### src/rtl/eceg_pkg.sv
// Shared definitions for the ECEG ciphertext serializer.
package eceg_pkg;

    typedef enum logic [1:0] {
        StIdle,
        StSend,
        StCsum
    } ser_state_e;

    localparam int unsigned DefaultOutw = 8;

    // Beats in one frame: four coordinates of DATAWIDTH/OUTW chunks plus the checksum beat.
    function automatic int unsigned beats_per_frame(input int unsigned datawidth,
                                                    input int unsigned outw);
        return 4 * (datawidth / outw) + 1;
    endfunction

endpackage

### src/rtl/eceg_cipher_serializer_if.sv
// Capture and stream handshakes of the ciphertext serializer.
interface eceg_cipher_serializer_if #(
    parameter int unsigned DATAWIDTH = 16,
    parameter int unsigned OUTW      = 8
);

    logic                 in_valid;
    logic                 in_ready;
    logic [DATAWIDTH-1:0] c1x;
    logic [DATAWIDTH-1:0] c1y;
    logic [DATAWIDTH-1:0] c2x;
    logic [DATAWIDTH-1:0] c2y;
    logic                 out_valid;
    logic                 out_ready;
    logic [OUTW-1:0]      out_data;
    logic                 out_sop;
    logic                 out_last;
    logic                 busy;

    // Producer of ciphertexts and consumer of beats.
    modport master (
        output in_valid, c1x, c1y, c2x, c2y, out_ready,
        input  in_ready, out_valid, out_data, out_sop, out_last, busy
    );

    // The serializer itself.
    modport slave (
        input  in_valid, c1x, c1y, c2x, c2y, out_ready,
        output in_ready, out_valid, out_data, out_sop, out_last, busy
    );

endinterface

### src/rtl/eceg_cipher_serializer.sv
// Captures one ECEG ciphertext and streams it as MSB-first OUTW-bit beats
// (C1x, C1y, C2x, C2y) followed by an XOR checksum beat.
module eceg_cipher_serializer
    import eceg_pkg::*;
#(
    parameter int unsigned DATAWIDTH = 16,
    parameter int unsigned OUTW      = DefaultOutw
) (
    input logic                     clk,
    input logic                     rst_n,
    eceg_cipher_serializer_if.slave bus
);

    localparam int unsigned FrameBeats = beats_per_frame(DATAWIDTH, OUTW);
    localparam int unsigned CntW       = $clog2(FrameBeats);
    localparam int unsigned SregW      = 4 * DATAWIDTH;
    // Counter value of the final data beat; the checksum beat follows it.
    localparam logic [CntW-1:0] LastData = CntW'(FrameBeats - 2);

    if (DATAWIDTH % OUTW != 0) begin : gen_width_check
        $error("DATAWIDTH must be an integer multiple of OUTW");
    end

    ser_state_e       state_q, state_d;
    logic [SregW-1:0] sreg_q, sreg_d;
    logic [OUTW-1:0]  csum_q, csum_d;
    logic [CntW-1:0]  cnt_q, cnt_d;
    logic [OUTW-1:0]  top_chunk;

    assign top_chunk = sreg_q[SregW-1 -: OUTW];

    // State, shift register, checksum and beat counter.
    always_ff @(posedge clk or negedge rst_n) begin
        if (!rst_n) begin
            state_q <= StIdle;
            sreg_q  <= '0;
            csum_q  <= '0;
            cnt_q   <= '0;
        end else begin
            state_q <= state_d;
            sreg_q  <= sreg_d;
            csum_q  <= csum_d;
            cnt_q   <= cnt_d;
        end
    end

    // Next-state: capture in idle, shift/accumulate per accepted data beat.
    always_comb begin
        state_d = state_q;
        sreg_d  = sreg_q;
        csum_d  = csum_q;
        cnt_d   = cnt_q;
        unique case (state_q)
            StIdle: begin
                if (bus.in_valid) begin
                    sreg_d  = {bus.c1x, bus.c1y, bus.c2x, bus.c2y};
                    csum_d  = '0;
                    cnt_d   = '0;
                    state_d = StSend;
                end
            end
            StSend: begin
                // out_valid is always high here, so out_ready alone accepts the beat.
                if (bus.out_ready) begin
                    sreg_d = {sreg_q[SregW-OUTW-1:0], {OUTW{1'b0}}};
                    csum_d = csum_q ^ top_chunk;
                    cnt_d  = cnt_q + CntW'(1);
                    if (cnt_q == LastData) begin
                        state_d = StCsum;
                    end
                end
            end
            StCsum: begin
                if (bus.out_ready) begin
                    state_d = StIdle;
                end
            end
            default: state_d = StIdle;
        endcase
    end

    // Outputs decoded purely from registered state; no input-to-output paths.
    always_comb begin
        bus.in_ready  = (state_q == StIdle);
        bus.busy      = (state_q != StIdle);
        bus.out_valid = (state_q != StIdle);
        bus.out_sop   = (state_q == StSend) && (cnt_q == '0);
        bus.out_last  = (state_q == StCsum);
        bus.out_data  = '0;
        unique case (state_q)
            StSend:  bus.out_data = top_chunk;
            StCsum:  bus.out_data = csum_q;
            default: bus.out_data = '0;
        endcase
    end

endmodule
### src/flat_wrapper.sv
// flat-port wrapper written by rule: the top's interface ports become plain ports
module eceg_cipher_serializer_flat import eceg_pkg::*;
#(
    parameter int unsigned DATAWIDTH = 16,
    parameter int unsigned OUTW      = DefaultOutw
)
  (clk, rst_n, bus_in_valid, bus_c1x, bus_c1y, bus_c2x, bus_c2y, bus_out_ready, bus_in_ready, bus_out_valid, bus_out_data, bus_out_sop, bus_out_last, bus_busy);
  eceg_cipher_serializer_if #(.DATAWIDTH(DATAWIDTH), .OUTW(OUTW)) bus_i ();
  input logic clk;
  input logic rst_n;
  input wire logic [$bits(bus_i.in_valid)-1:0] bus_in_valid;
  input wire logic [$bits(bus_i.c1x)-1:0] bus_c1x;
  input wire logic [$bits(bus_i.c1y)-1:0] bus_c1y;
  input wire logic [$bits(bus_i.c2x)-1:0] bus_c2x;
  input wire logic [$bits(bus_i.c2y)-1:0] bus_c2y;
  input wire logic [$bits(bus_i.out_ready)-1:0] bus_out_ready;
  output wire logic [$bits(bus_i.in_ready)-1:0] bus_in_ready;
  output wire logic [$bits(bus_i.out_valid)-1:0] bus_out_valid;
  output wire logic [$bits(bus_i.out_data)-1:0] bus_out_data;
  output wire logic [$bits(bus_i.out_sop)-1:0] bus_out_sop;
  output wire logic [$bits(bus_i.out_last)-1:0] bus_out_last;
  output wire logic [$bits(bus_i.busy)-1:0] bus_busy;
  assign bus_i.in_valid = bus_in_valid;
  assign bus_i.c1x = bus_c1x;
  assign bus_i.c1y = bus_c1y;
  assign bus_i.c2x = bus_c2x;
  assign bus_i.c2y = bus_c2y;
  assign bus_i.out_ready = bus_out_ready;
  assign bus_in_ready = bus_i.in_ready;
  assign bus_out_valid = bus_i.out_valid;
  assign bus_out_data = bus_i.out_data;
  assign bus_out_sop = bus_i.out_sop;
  assign bus_out_last = bus_i.out_last;
  assign bus_busy = bus_i.busy;
  eceg_cipher_serializer #(.DATAWIDTH(DATAWIDTH), .OUTW(OUTW)) u_core (.clk(clk), .rst_n(rst_n), .bus(bus_i));
endmodule
### config.mk
export PLATFORM = sky130hd
export DESIGN_NAME = eceg_cipher_serializer_flat
export DESIGN_NICKNAME = d
export VERILOG_FILES = /design/src/rtl/eceg_pkg.sv /design/src/rtl/eceg_cipher_serializer_if.sv /design/src/rtl/eceg_cipher_serializer.sv /design/src/flat_wrapper.sv
export SDC_FILE = /design/constraint.sdc
export NUM_CORES = 1
export LEC_CHECK = 0
export CORE_MARGIN = 2
export CORE_UTILIZATION = 30
export DETAILED_ROUTE_END_ITERATION = 8
export PLACE_DENSITY_LB_ADDON = 0.05
export SYNTH_ARGS = -nofsm -noshare
export SYNTH_HDL_FRONTEND = slang
export SYNTH_SLANG_ARGS = --single-unit
### constraint.sdc
create_clock -name clk -period 2.12 [get_ports clk]
set_input_delay 0.212 -clock clk [delete_from_list [all_inputs] [get_ports clk]]
set_output_delay 0.212 -clock clk [all_outputs]
set_load 0.005 [all_outputs]
==> key figures <==
Outcome
  • Outcome: complete, no violations

Timing
  • Final worst slack: 64.1 ps
  • Worst clock skew: 5.28 ps
  • Minimum clock period: 2060 ps
  • Final hold vios: 0
  • Final setup vio count: 0
  • Slew HR: 67.3%
  • Slew at the pin closest to its max-slew limit: 490 ps
  • Fmax: 0.486 GHz
  • Slew Limit Fails: 0
  • Final worst-path cycle share: 97.0%
  • Setup TNS: 0 ps

Clocking
  • Num CTS Buffers: 9
  • Clk sink count: 78
  • Root buffer cell: clkbuf_16
  • Clock Tree Buf Depth: 2
  • Clock transition at path regs: 60 ps
  • CTS H-tree depth: 3
  • Worst-Skew Late Latency: 340 ps
  • TritonCTS clock tree: done

Global routing
  • Number of global-route vias before repair: 3276
  • Total GRT Usage: 15.9%
  • Largest net degree at the start of global routing: 54
  • Initial antenna violation count: 0
  • GR Overflow Total: 0
  • Global-route wire length before repair: 18.0 mm

Logic synthesis
  • Sequential cell area fraction in the yosys report: 47.3%
  • Ys Warns: 0
  • Yosys reg bits: 78
  • Synth unique cells: 30
  • Syn_nets: 476
  • Mean post-synth cell area: 10.3 um2
  • Mapped cell area: 0.00413 mm2
  • Gate count of the mapped netlist: 400

Cells and area
  • Multi-input gate area: 0.00199 mm2
  • Fillers: 1359
  • Final instance area: 0.00557 mm2
  • N_diodes: 0
  • Layout cells sized above 1: 11.3%
  • Area delta synth->final: 35.0%
  • Final core area utilization: 41.8%
  • Commonest non-fill, non-tap cell in the layout: dfrtp_1
  • Most frequent cells in the layout: dfrtp_1 (77), o21ai_1 (74), clkdlybuf4s50_1 (73)
  • Register Area: 0.00195 mm2
  • Nets: 550

Routing
  • DRC Markers: 0
  • Per-cell routed wire length: 17.0 um
  • Via-to-Cell Ratio: 5.00
  • Routed wire length: 11.1 mm
  • Via count: 3273
  • DRT antenna net count: 0
  • DRT Pass-1 Iters: 4
  • 1st-iter DRT viols: 232

Setup path
  • Worst setup SP type: register
  • Crit Path Category: register to register
  • Critical Path AT: 2270 ps
  • Required time of the critical path: 2340 ps
  • Worst Setup End Kind: register
  • Worst-path maximum fanout: 11

Pwr
  • Pwr dens: 1510 mW/mm2
  • Worst IR Drop VDD: 0.000557 V
  • Leakage: 2.31 nW

Floorplanning
  • Core Area: 0.0133 mm2
  • Initial core utilization: 30.9%
  • Rows: 42
  • Die X: 121 um
  • Die height: 121 um
  • Io pins: 81
  • Die area: 0.0147 mm2

Placement
  • PortBufs: 80
  • Dpl cell area: 0.00510 mm2
  • Pre-CTS WS: 56.8 ps
  • GP Congestion: 0.753
  • DP Wirelength: 6.89 mm

Run
  • Max-Cap Viols: 0

Worst hold path
  • Hold Crit Class: input pin to async pin
sequential cells by signal, summed over array words and instances, names as in the netlist:
name / count
u_core.csum_q: 8
u_core.cnt_q: 4
u_core.sreg_q: 64
u_core.state_q: 2
logic make-up after synthesis:
kind of cell	count (synthesis)	synth area share, %
buffers and inverters	43	5.82
adder cells (fa/ha/maj)	8	2.42
AO/OA/AOI/OAI	162	22.1
multiplexers	59	14.4
AND/OR/NAND/NOR	50	8.00
flip-flops	78	47.3
through the flow:
stage	hold slack [ps]	cells	power [mW]
after floorplan	-83.6	400	5.37
after global placement	190	629	6.50
after detailed placement	192	629	6.58
after CTS	365	651	8.47
after global routing	408	655	9.12
final	360	655	8.44
where the power goes:
part | leakage, nW | switching, mW | internal [mW]
clock network | 0.154 | 0.623 | 1.06
logic | 1.18 | 2.22 | 1.93
registers | 0.983 | 0.422 | 2.19
cells in the mapped netlist:
cell       n  area share [%]
a221o_1    1            0.24
nand3_1    4            0.48
mux2i_1   57              14
a221oi_2   1            0.36
clkbuf_1  14             1.3
nand2b_1  10             1.5
buf_2     12             1.5
a22oi_1    8             1.5
nor3_1     1            0.12
a21oi_1    2            0.24
buf_4      3            0.55
dfrtp_1   78              47
or2_1      2            0.30
or3b_2     1            0.21
nor2_1     1           0.091
inv_1      6            0.55
o21ai_0   65             7.9
nand2_1    2            0.18
buf_6      7             1.9
o211ai_2   6             1.8
o211ai_1   3            0.55
nand3b_1  20             3.6
and2b_4    1            0.24
mux2_1     2            0.55
o311ai_1   1            0.21
ha_1       8             2.4
buf_1      1           0.091
o21ai_1   74             9.0
o311ai_2   1            0.39
nor2b_1    8             1.2
metal layers:
layer	track usage (%)	vias up	wire length [um]
li1	-	1594	-
met1	23.0	1599	5390
met2	23.5	66	5150
met3	2.91	14	411
met4	6.18	0	184
met5	0	-	0
critical path: stages, from the launching register on:
cell      delay (ps)
dfrtp_2          440
ha_4             190
buf_6            140
buf_6            160
or2_1            240
a221oi_2         390
mux2_1           370
repair_timing:
item,in CTS,in global routing
resized for setup,7,10
gates cloned,0,0
endpoints found under the hold margin,30,0
setup endpoints to repair,10,10
setup buffers,5,4
pin swaps,1,1
hold buffers,1,0
path summary, 6_finish.rpt:
path / start / endpoint / slack (ps) / depth (start not counted)
setup / recovery: u_core.state_q[0]$_DFFE_PN0P_ / u_core.state_q[1]$_DFFE_PN0P_ / 60 / 6
max in group asynchronous: rst_n / u_core.state_q[0]$_DFFE_PN0P_ / 1140 / 3
hold reg to reg: u_core.sreg_q[36]$_DFFE_PN0P_ / u_core.sreg_q[36]$_DFFE_PN0P_ / 500 / 2
min in group clk: bus_c2y[4] / u_core.sreg_q[4]$_DFFE_PN0P_ / 430 / 3
setup reg to reg: u_core.state_q[0]$_DFFE_PN0P_ / u_core.state_q[1]$_DFFE_PN0P_ / 60 / 6
hold / removal: rst_n / u_core.sreg_q[52]$_DFFE_PN0P_ / 360 / 2
cell type report:
type                            count  share of cell area [%]
Inverter                            6                   0.449
Clock buffer                       10                    4.29
Tap cell                          176                    3.95
Multi-Input combinational cell    279                    35.6
Sequential cell                    78                    35.0
Clock inverter                      6                    1.53
Timing Repair Buffer              100                    19.1
No activity file was read; power rests on OpenSTA's default activity.
